<file path="config.mk">
export PLATFORM = sky130hd
export DESIGN_NAME = line_rasterizer_flat
export DESIGN_NICKNAME = d
export VERILOG_FILES = /design/src/rtl/line_rasterizer_pkg.sv /design/src/rtl/line_rasterizer_if.sv /design/src/rtl/line_rasterizer.sv /design/src/flat_wrapper.sv
export SDC_FILE = /design/constraint.sdc
export NUM_CORES = 1
export LEC_CHECK = 0
export CAP_MARGIN = 25
export CORE_UTILIZATION = 28
export DETAILED_ROUTE_END_ITERATION = 6
export PLACE_DENSITY = 0.47
export RECOVER_POWER = 25
export SLEW_MARGIN = 20
export SYNTH_ARGS = -nofsm -noshare
export SYNTH_HDL_FRONTEND = slang
export SYNTH_SLANG_ARGS = --single-unit
</file>
<file path="constraint.sdc">
create_clock -name clock -period 11.6 [get_ports clock]
set_input_delay 1.74 -clock clock [delete_from_list [all_inputs] [get_ports clock]]
set_output_delay 1.74 -clock clock [all_outputs]
set_load 0.01 [all_outputs]
</file>
<file path="src/rtl/line_rasterizer_pkg.sv">
// Shared types and defaults for the Bresenham line rasterizer.
package line_pkg;

    typedef enum logic [1:0] {
        IDLE  = 2'b00,
        SETUP = 2'b01,
        DRAW  = 2'b10,
        DONE  = 2'b11
    } line_state_t;

    localparam int COORD_W_DEFAULT = 11;

endpackage

</file>
<file path="src/rtl/line_rasterizer_if.sv">
// Segment-feed and pixel-write signals of the line rasterizer, bundled as one interface.
// The slave modport is the rasterizer; the master modport is its environment
// (segment producer plus frame-buffer write port).
interface line_rasterizer_if
    import line_pkg::*;
#(
    parameter int N = COORD_W_DEFAULT
) ();

    logic         in_valid;
    logic         in_ready;
    logic [N-1:0] x0;
    logic [N-1:0] y0;
    logic [N-1:0] x1;
    logic [N-1:0] y1;
    logic         pix_valid;
    logic         pix_ready;
    logic [N-1:0] pix_x;
    logic [N-1:0] pix_y;
    logic         busy;
    logic         done;

    modport master (
        output in_valid, x0, y0, x1, y1, pix_ready,
        input  in_ready, pix_valid, pix_x, pix_y, busy, done
    );

    modport slave (
        input  in_valid, x0, y0, x1, y1, pix_ready,
        output in_ready, pix_valid, pix_x, pix_y, busy, done
    );

endinterface

</file>
<file path="src/rtl/line_rasterizer.sv">
// Bresenham line rasterizer: accepts one segment per handshake and emits every
// pixel of it, endpoints inclusive, with backpressure on the pixel port.
module line_rasterizer
    import line_pkg::*;
#(
    parameter int N = COORD_W_DEFAULT
) (
    input  logic              clock,
    input  logic              reset,
    line_rasterizer_if.slave  bus
);

    // Error terms carry two extra bits so |dx|+|dy| never overflows; the
    // doubled error needs one more.
    localparam int W  = N + 2;
    localparam int EW = N + 3;
    localparam logic [N-1:0] ONE_N = {{(N-1){1'b0}}, 1'b1};

    line_state_t state_r;
    line_state_t state_next_s;

    logic [N-1:0]        x0_r, y0_r, x1_r, y1_r;
    logic [N-1:0]        cur_x_r, cur_y_r;
    logic signed [W-1:0] dx_r, dy_r, err_r;
    logic                sx_neg_r, sy_neg_r;
    logic                in_ready_r, pix_valid_r, busy_r, done_r;

    logic signed [W-1:0]  dx_setup_s, dy_setup_s, err_setup_s, err_step_s;
    logic                 sx_neg_setup_s, sy_neg_setup_s;
    logic [N-1:0]         cur_x_step_s, cur_y_step_s;
    logic signed [EW-1:0] e2_s, dx_wide_s, dy_wide_s;
    logic                 at_end_s;
    logic                 accept_s;

    function automatic logic [N-1:0] abs_diff(input logic [N-1:0] a, input logic [N-1:0] b);
        logic [N-1:0] d;
        if (a < b) begin
            d = b - a;
        end else begin
            d = a - b;
        end
        return d;
    endfunction

    assign accept_s = bus.in_valid && in_ready_r;
    assign at_end_s = (cur_x_r == x1_r) && (cur_y_r == y1_r);

    // Setup terms from the latched endpoints and the single Bresenham step from the current point.
    always_comb begin
        dx_setup_s     = signed'({2'b00, abs_diff(x0_r, x1_r)});
        dy_setup_s     = {W{1'b0}} - signed'({2'b00, abs_diff(y0_r, y1_r)});
        err_setup_s    = dx_setup_s + dy_setup_s;
        sx_neg_setup_s = !(x0_r < x1_r);
        sy_neg_setup_s = !(y0_r < y1_r);

        e2_s      = {err_r, 1'b0};
        dx_wide_s = {dx_r[W-1], dx_r};
        dy_wide_s = {dy_r[W-1], dy_r};

        err_step_s   = err_r;
        cur_x_step_s = cur_x_r;
        cur_y_step_s = cur_y_r;

        if (e2_s >= dy_wide_s) begin
            err_step_s = err_step_s + dy_r;
            if (sx_neg_r) begin
                cur_x_step_s = cur_x_r - ONE_N;
            end else begin
                cur_x_step_s = cur_x_r + ONE_N;
            end
        end else begin
            cur_x_step_s = cur_x_r;
        end

        if (e2_s <= dx_wide_s) begin
            err_step_s = err_step_s + dx_r;
            if (sy_neg_r) begin
                cur_y_step_s = cur_y_r - ONE_N;
            end else begin
                cur_y_step_s = cur_y_r + ONE_N;
            end
        end else begin
            cur_y_step_s = cur_y_r;
        end
    end

    // Next-state selection of the segment FSM.
    always_comb begin
        state_next_s = state_r;
        case (state_r)
            IDLE: begin
                if (accept_s) begin
                    state_next_s = SETUP;
                end else begin
                    state_next_s = IDLE;
                end
            end
            SETUP: begin
                state_next_s = DRAW;
            end
            DRAW: begin
                if (bus.pix_ready && at_end_s) begin
                    state_next_s = DONE;
                end else begin
                    state_next_s = DRAW;
                end
            end
            DONE: begin
                state_next_s = IDLE;
            end
            default: begin
                state_next_s = IDLE;
            end
        endcase
    end

    // State, datapath and registered status outputs.
    always_ff @(posedge clock) begin
        if (reset) begin
            state_r     <= IDLE;
            in_ready_r  <= 1'b1;
            pix_valid_r <= 1'b0;
            busy_r      <= 1'b0;
            done_r      <= 1'b0;
            x0_r        <= {N{1'b0}};
            y0_r        <= {N{1'b0}};
            x1_r        <= {N{1'b0}};
            y1_r        <= {N{1'b0}};
            cur_x_r     <= {N{1'b0}};
            cur_y_r     <= {N{1'b0}};
            dx_r        <= {W{1'b0}};
            dy_r        <= {W{1'b0}};
            err_r       <= {W{1'b0}};
            sx_neg_r    <= 1'b0;
            sy_neg_r    <= 1'b0;
        end else begin
            state_r     <= state_next_s;
            in_ready_r  <= (state_next_s == IDLE);
            pix_valid_r <= (state_next_s == DRAW);
            busy_r      <= (state_next_s != IDLE);
            done_r      <= (state_next_s == DONE);
            case (state_r)
                IDLE: begin
                    if (accept_s) begin
                        x0_r <= bus.x0;
                        y0_r <= bus.y0;
                        x1_r <= bus.x1;
                        y1_r <= bus.y1;
                    end
                end
                SETUP: begin
                    dx_r     <= dx_setup_s;
                    dy_r     <= dy_setup_s;
                    err_r    <= err_setup_s;
                    sx_neg_r <= sx_neg_setup_s;
                    sy_neg_r <= sy_neg_setup_s;
                    cur_x_r  <= x0_r;
                    cur_y_r  <= y0_r;
                end
                DRAW: begin
                    // The final endpoint stays on the port; only inner pixels advance.
                    if (bus.pix_ready && !at_end_s) begin
                        err_r   <= err_step_s;
                        cur_x_r <= cur_x_step_s;
                        cur_y_r <= cur_y_step_s;
                    end
                end
                default: begin
                end
            endcase
        end
    end

    assign bus.in_ready  = in_ready_r;
    assign bus.pix_valid = pix_valid_r;
    assign bus.pix_x     = cur_x_r;
    assign bus.pix_y     = cur_y_r;
    assign bus.busy      = busy_r;
    assign bus.done      = done_r;

endmodule

</file>
<file path="src/flat_wrapper.sv">
// flat-port wrapper written by rule: the top's interface ports become plain ports
module line_rasterizer_flat import line_pkg::*;
#(
    parameter int N = COORD_W_DEFAULT
)
  (clock, reset, bus_in_valid, bus_x0, bus_y0, bus_x1, bus_y1, bus_pix_ready, bus_in_ready, bus_pix_valid, bus_pix_x, bus_pix_y, bus_busy, bus_done);
  line_rasterizer_if #(.N(N)) bus_i ();
  input  logic clock;
  input  logic reset;
  input wire logic [$bits(bus_i.in_valid)-1:0] bus_in_valid;
  input wire logic [$bits(bus_i.x0)-1:0] bus_x0;
  input wire logic [$bits(bus_i.y0)-1:0] bus_y0;
  input wire logic [$bits(bus_i.x1)-1:0] bus_x1;
  input wire logic [$bits(bus_i.y1)-1:0] bus_y1;
  input wire logic [$bits(bus_i.pix_ready)-1:0] bus_pix_ready;
  output wire logic [$bits(bus_i.in_ready)-1:0] bus_in_ready;
  output wire logic [$bits(bus_i.pix_valid)-1:0] bus_pix_valid;
  output wire logic [$bits(bus_i.pix_x)-1:0] bus_pix_x;
  output wire logic [$bits(bus_i.pix_y)-1:0] bus_pix_y;
  output wire logic [$bits(bus_i.busy)-1:0] bus_busy;
  output wire logic [$bits(bus_i.done)-1:0] bus_done;
  assign bus_i.in_valid = bus_in_valid;
  assign bus_i.x0 = bus_x0;
  assign bus_i.y0 = bus_y0;
  assign bus_i.x1 = bus_x1;
  assign bus_i.y1 = bus_y1;
  assign bus_i.pix_ready = bus_pix_ready;
  assign bus_in_ready = bus_i.in_ready;
  assign bus_pix_valid = bus_i.pix_valid;
  assign bus_pix_x = bus_i.pix_x;
  assign bus_pix_y = bus_i.pix_y;
  assign bus_busy = bus_i.busy;
  assign bus_done = bus_i.done;
  line_rasterizer #(.N(N)) u_core (.clock(clock), .reset(reset), .bus(bus_i));
endmodule
</file>
==> impl_metrics.ini <==
[floorplanning]
core-area_mm2 = 0.0338
die_h_um = 188
row_count = 67
dieArea_mm2 = 0.0353
start_util_pct = 28.7
ioPinCount = 74
die_width_um = 188

[pwr]
peakVddDrop_uv = 91.9
power_density_mw_per_mm2 = 239
p_leak_nw = 4.41

[timing]
timing.fmax_mhz = 163
fin_crit_ns = 6.12
fin_skew_ns = 0.00880
finalSetupViolCount = 0
whs_ns = 0.487
relSlewSlack_pct = -141
rsz0062_at_grt = no
worst_pin_slew_ns = 3.62
finalSetupTns_ns = 0
post-route-worst-setup-slack_ns = 5.48
slew_violations = 154
fin_crit_sh_pct = 52.8
hold_violations = 0

[clocking]
cts-resized-gates = 0
cts.path.max_buffers = 2
post_cts_buffers = 0
tritoncts = built
ctsHoldBuffers = 0
h-tree-depth = 3
clock_latency_ns = 0.37
cts_buffers = 9
cts_sinks = 110
cts-root-buf = clkbuf_16
clkTransAtPathRegs_ns = 0.08

[place]
hpwl_mm = 21.5
portBuffers = 73
gp_congestion = 0.818
dp_slack_ns = 6.78

[routing]
drtIter0Drc = 408
drcViolationCount = 0
ant_nets = 0
drt_wl_total_mm = 27.9
via_count = 8507
wire_per_inst_um = 16.1
dr.pass1.iters = 5
vias_per_cell = 4.89

[setup_path]
crit_path_max_fanout = 72
rr_worst_depth = 22
cp.arrival_ns = 6.37
path_class = in -> reg
critPathLaunchType = input pin
cp.required_ns = 11.85
cp-end-kind = flop

[yosys]
synth_edf_count = 0
seq_area_frac_synth_pct = 22.7
netlist_area_mm2 = 0.00969
syn_inst = 1243
ys_warn_count = 0
synth_flop_cell = dfxtp_1
ys_types = 83
synthArstFlopShare_pct = 0
synth_nets = 1420
ys_ff_latch = 110
avgSynthCellArea_um2 = 7.79

[layout]
final_cell_mix = 137 x nand2_1, 131 x a21oi_1, 119 x inv_1, 119 x ha_1, 110 x dfxtp_1
antenna_cells = 0
final_common_cell = nand2_1
fin_nets = 1465
final_util_pct = 33.0
syn_to_final_growth_pct = 15.0
num-fill-cells = 3640
layout-drive-gt1-share_pct = 5.11

[global_route]
grt_overflow = 0
grt_antenna_before_repair = 0
first_global_vias = 8299
grt_pass1_wl_mm = 45.1
grt_max_degree = 73
track_usage_pct = 16.2

[hold_path]
holdCritPathClass = reg -> reg
holdPathStages = 2

[flow_run]
drv_cap = 3

[run_status]
run_status = complete, but fails checks
failed_checks = capacitance limit, slew limit
-- area by class of cell --
class,instances,area [um^2],share of cell area [%]
flip-flops and latches,110,2200,19.8
inverters,119,447,4.01
repair buffers,83,816,7.32
well taps,448,561,5.03
clock inverters,4,50.0,0.449
clock buffers,10,229,2.05
multi-input cells,965,6840,61.4
-- critical path, stage by stage --
cell and delay [ns]:
clkbuf_1 1.26, clkbuf_1 2.64, nor3_1 0.18, and3_1 0.36, o211ai_1 0.08, nand3_1 0.09
-- power by group --
| group | internal (mW) | switching, mW | leakage [nW] |
|---|---|---|---|
| Combinational | 0.791 | 1.03 | 3.38 |
| Clock | 0.165 | 0.157 | 0.130 |
| Sequential | 0.439 | 0.0857 | 0.901 |
-- synth_stat cells, drive strengths merged (3+ instances only) --
library cell | n | area share, %
a2111oi | 4 | 0.56
a211o | 4 | 0.36
a211oi | 39 | 3.2
a21boi | 6 | 0.47
a21o | 18 | 1.4
a21oi | 135 | 7.2
a311oi | 8 | 0.72
a31o | 4 | 0.36
a31oi | 6 | 0.39
a41oi | 3 | 0.27
and2 | 3 | 0.19
and3 | 9 | 0.58
and4 | 3 | 0.27
buf | 8 | 0.39
clkbuf | 41 | 1.6
dfxtp | 110 | 23
fa | 9 | 1.9
ha | 120 | 16
inv | 119 | 4.6
mux2 | 12 | 1.4
mux2i | 28 | 2.9
nand2 | 139 | 5.4
nand2b | 15 | 0.97
nand3 | 19 | 0.98
nand3b | 5 | 0.39
nand4 | 10 | 0.65
nor2 | 97 | 3.8
nor2b | 19 | 1.2
nor3 | 19 | 1.0
nor3b | 5 | 0.56
nor4 | 3 | 0.26
o211ai | 13 | 1.0
o21a | 14 | 1.1
o21ai | 65 | 3.5
o22ai | 3 | 0.19
o311ai | 3 | 0.27
o31a | 3 | 0.27
o31ai | 6 | 0.61
or2 | 5 | 0.32
or3 | 4 | 0.26
xnor2 | 55 | 5.1
xor2 | 26 | 2.4
-- final timing paths --
path                            slack, ns               end            start
worst max-delay path                 5.48  u_core.err_r[11]            reset
worst min-delay path                 0.49   u_core.x0_r[10]  u_core.x0_r[10]
worst max register to register       6.79  u_core.err_r[12]   u_core.dy_r[1]
worst min register to register       0.49   u_core.x0_r[10]  u_core.x0_r[10]
-- metrics by stage --
step	total power [mW]	cell area [um^2]	std cells
after global routing	2.91	11100	1739
after floorplan	1.91	9690	1243
after CTS	2.70	11200	1739
after global placement	2.35	10900	1724
final	2.67	11100	1739
after detailed placement	2.36	10900	1725
-- cell families (layout without fill, tap and decap cells) --
group / after synthesis / count (layout) / synth area share [%]
and+or+nand+nor: 359 / 359 / 17.3
AOI/OAI and AO/OA: 355 / 355 / 23.9
buffers and inverters: 168 / 216 / 6.60
adders and majority gates: 129 / 129 / 17.4
DFF: 110 / 110 / 22.7
xor gates and xnor gates: 82 / 82 / 7.79
muxes: 40 / 40 / 4.29
-- registers in the layout (all words and copies together) (netlist names), 2 cells and up --
register and cells:
u_core.y0_r 11, u_core.dy_r 12, u_core.y1_r 11, u_core.err_r 13
u_core.x0_r 11, u_core.bus.pix_y 11, u_core.x1_r 11, u_core.state_r 2
u_core.dx_r 11, u_core.bus.pix_x 11
-- per-layer routing --
layer  part of all wire (%)  global-route usage, %
met1                     51                   22.6
met2                     46                   26.3
met3                    2.0                   1.67
met4                    1.2                   4.19
met5                      0                      0
No activity file was read; power rests on OpenSTA's default activity.
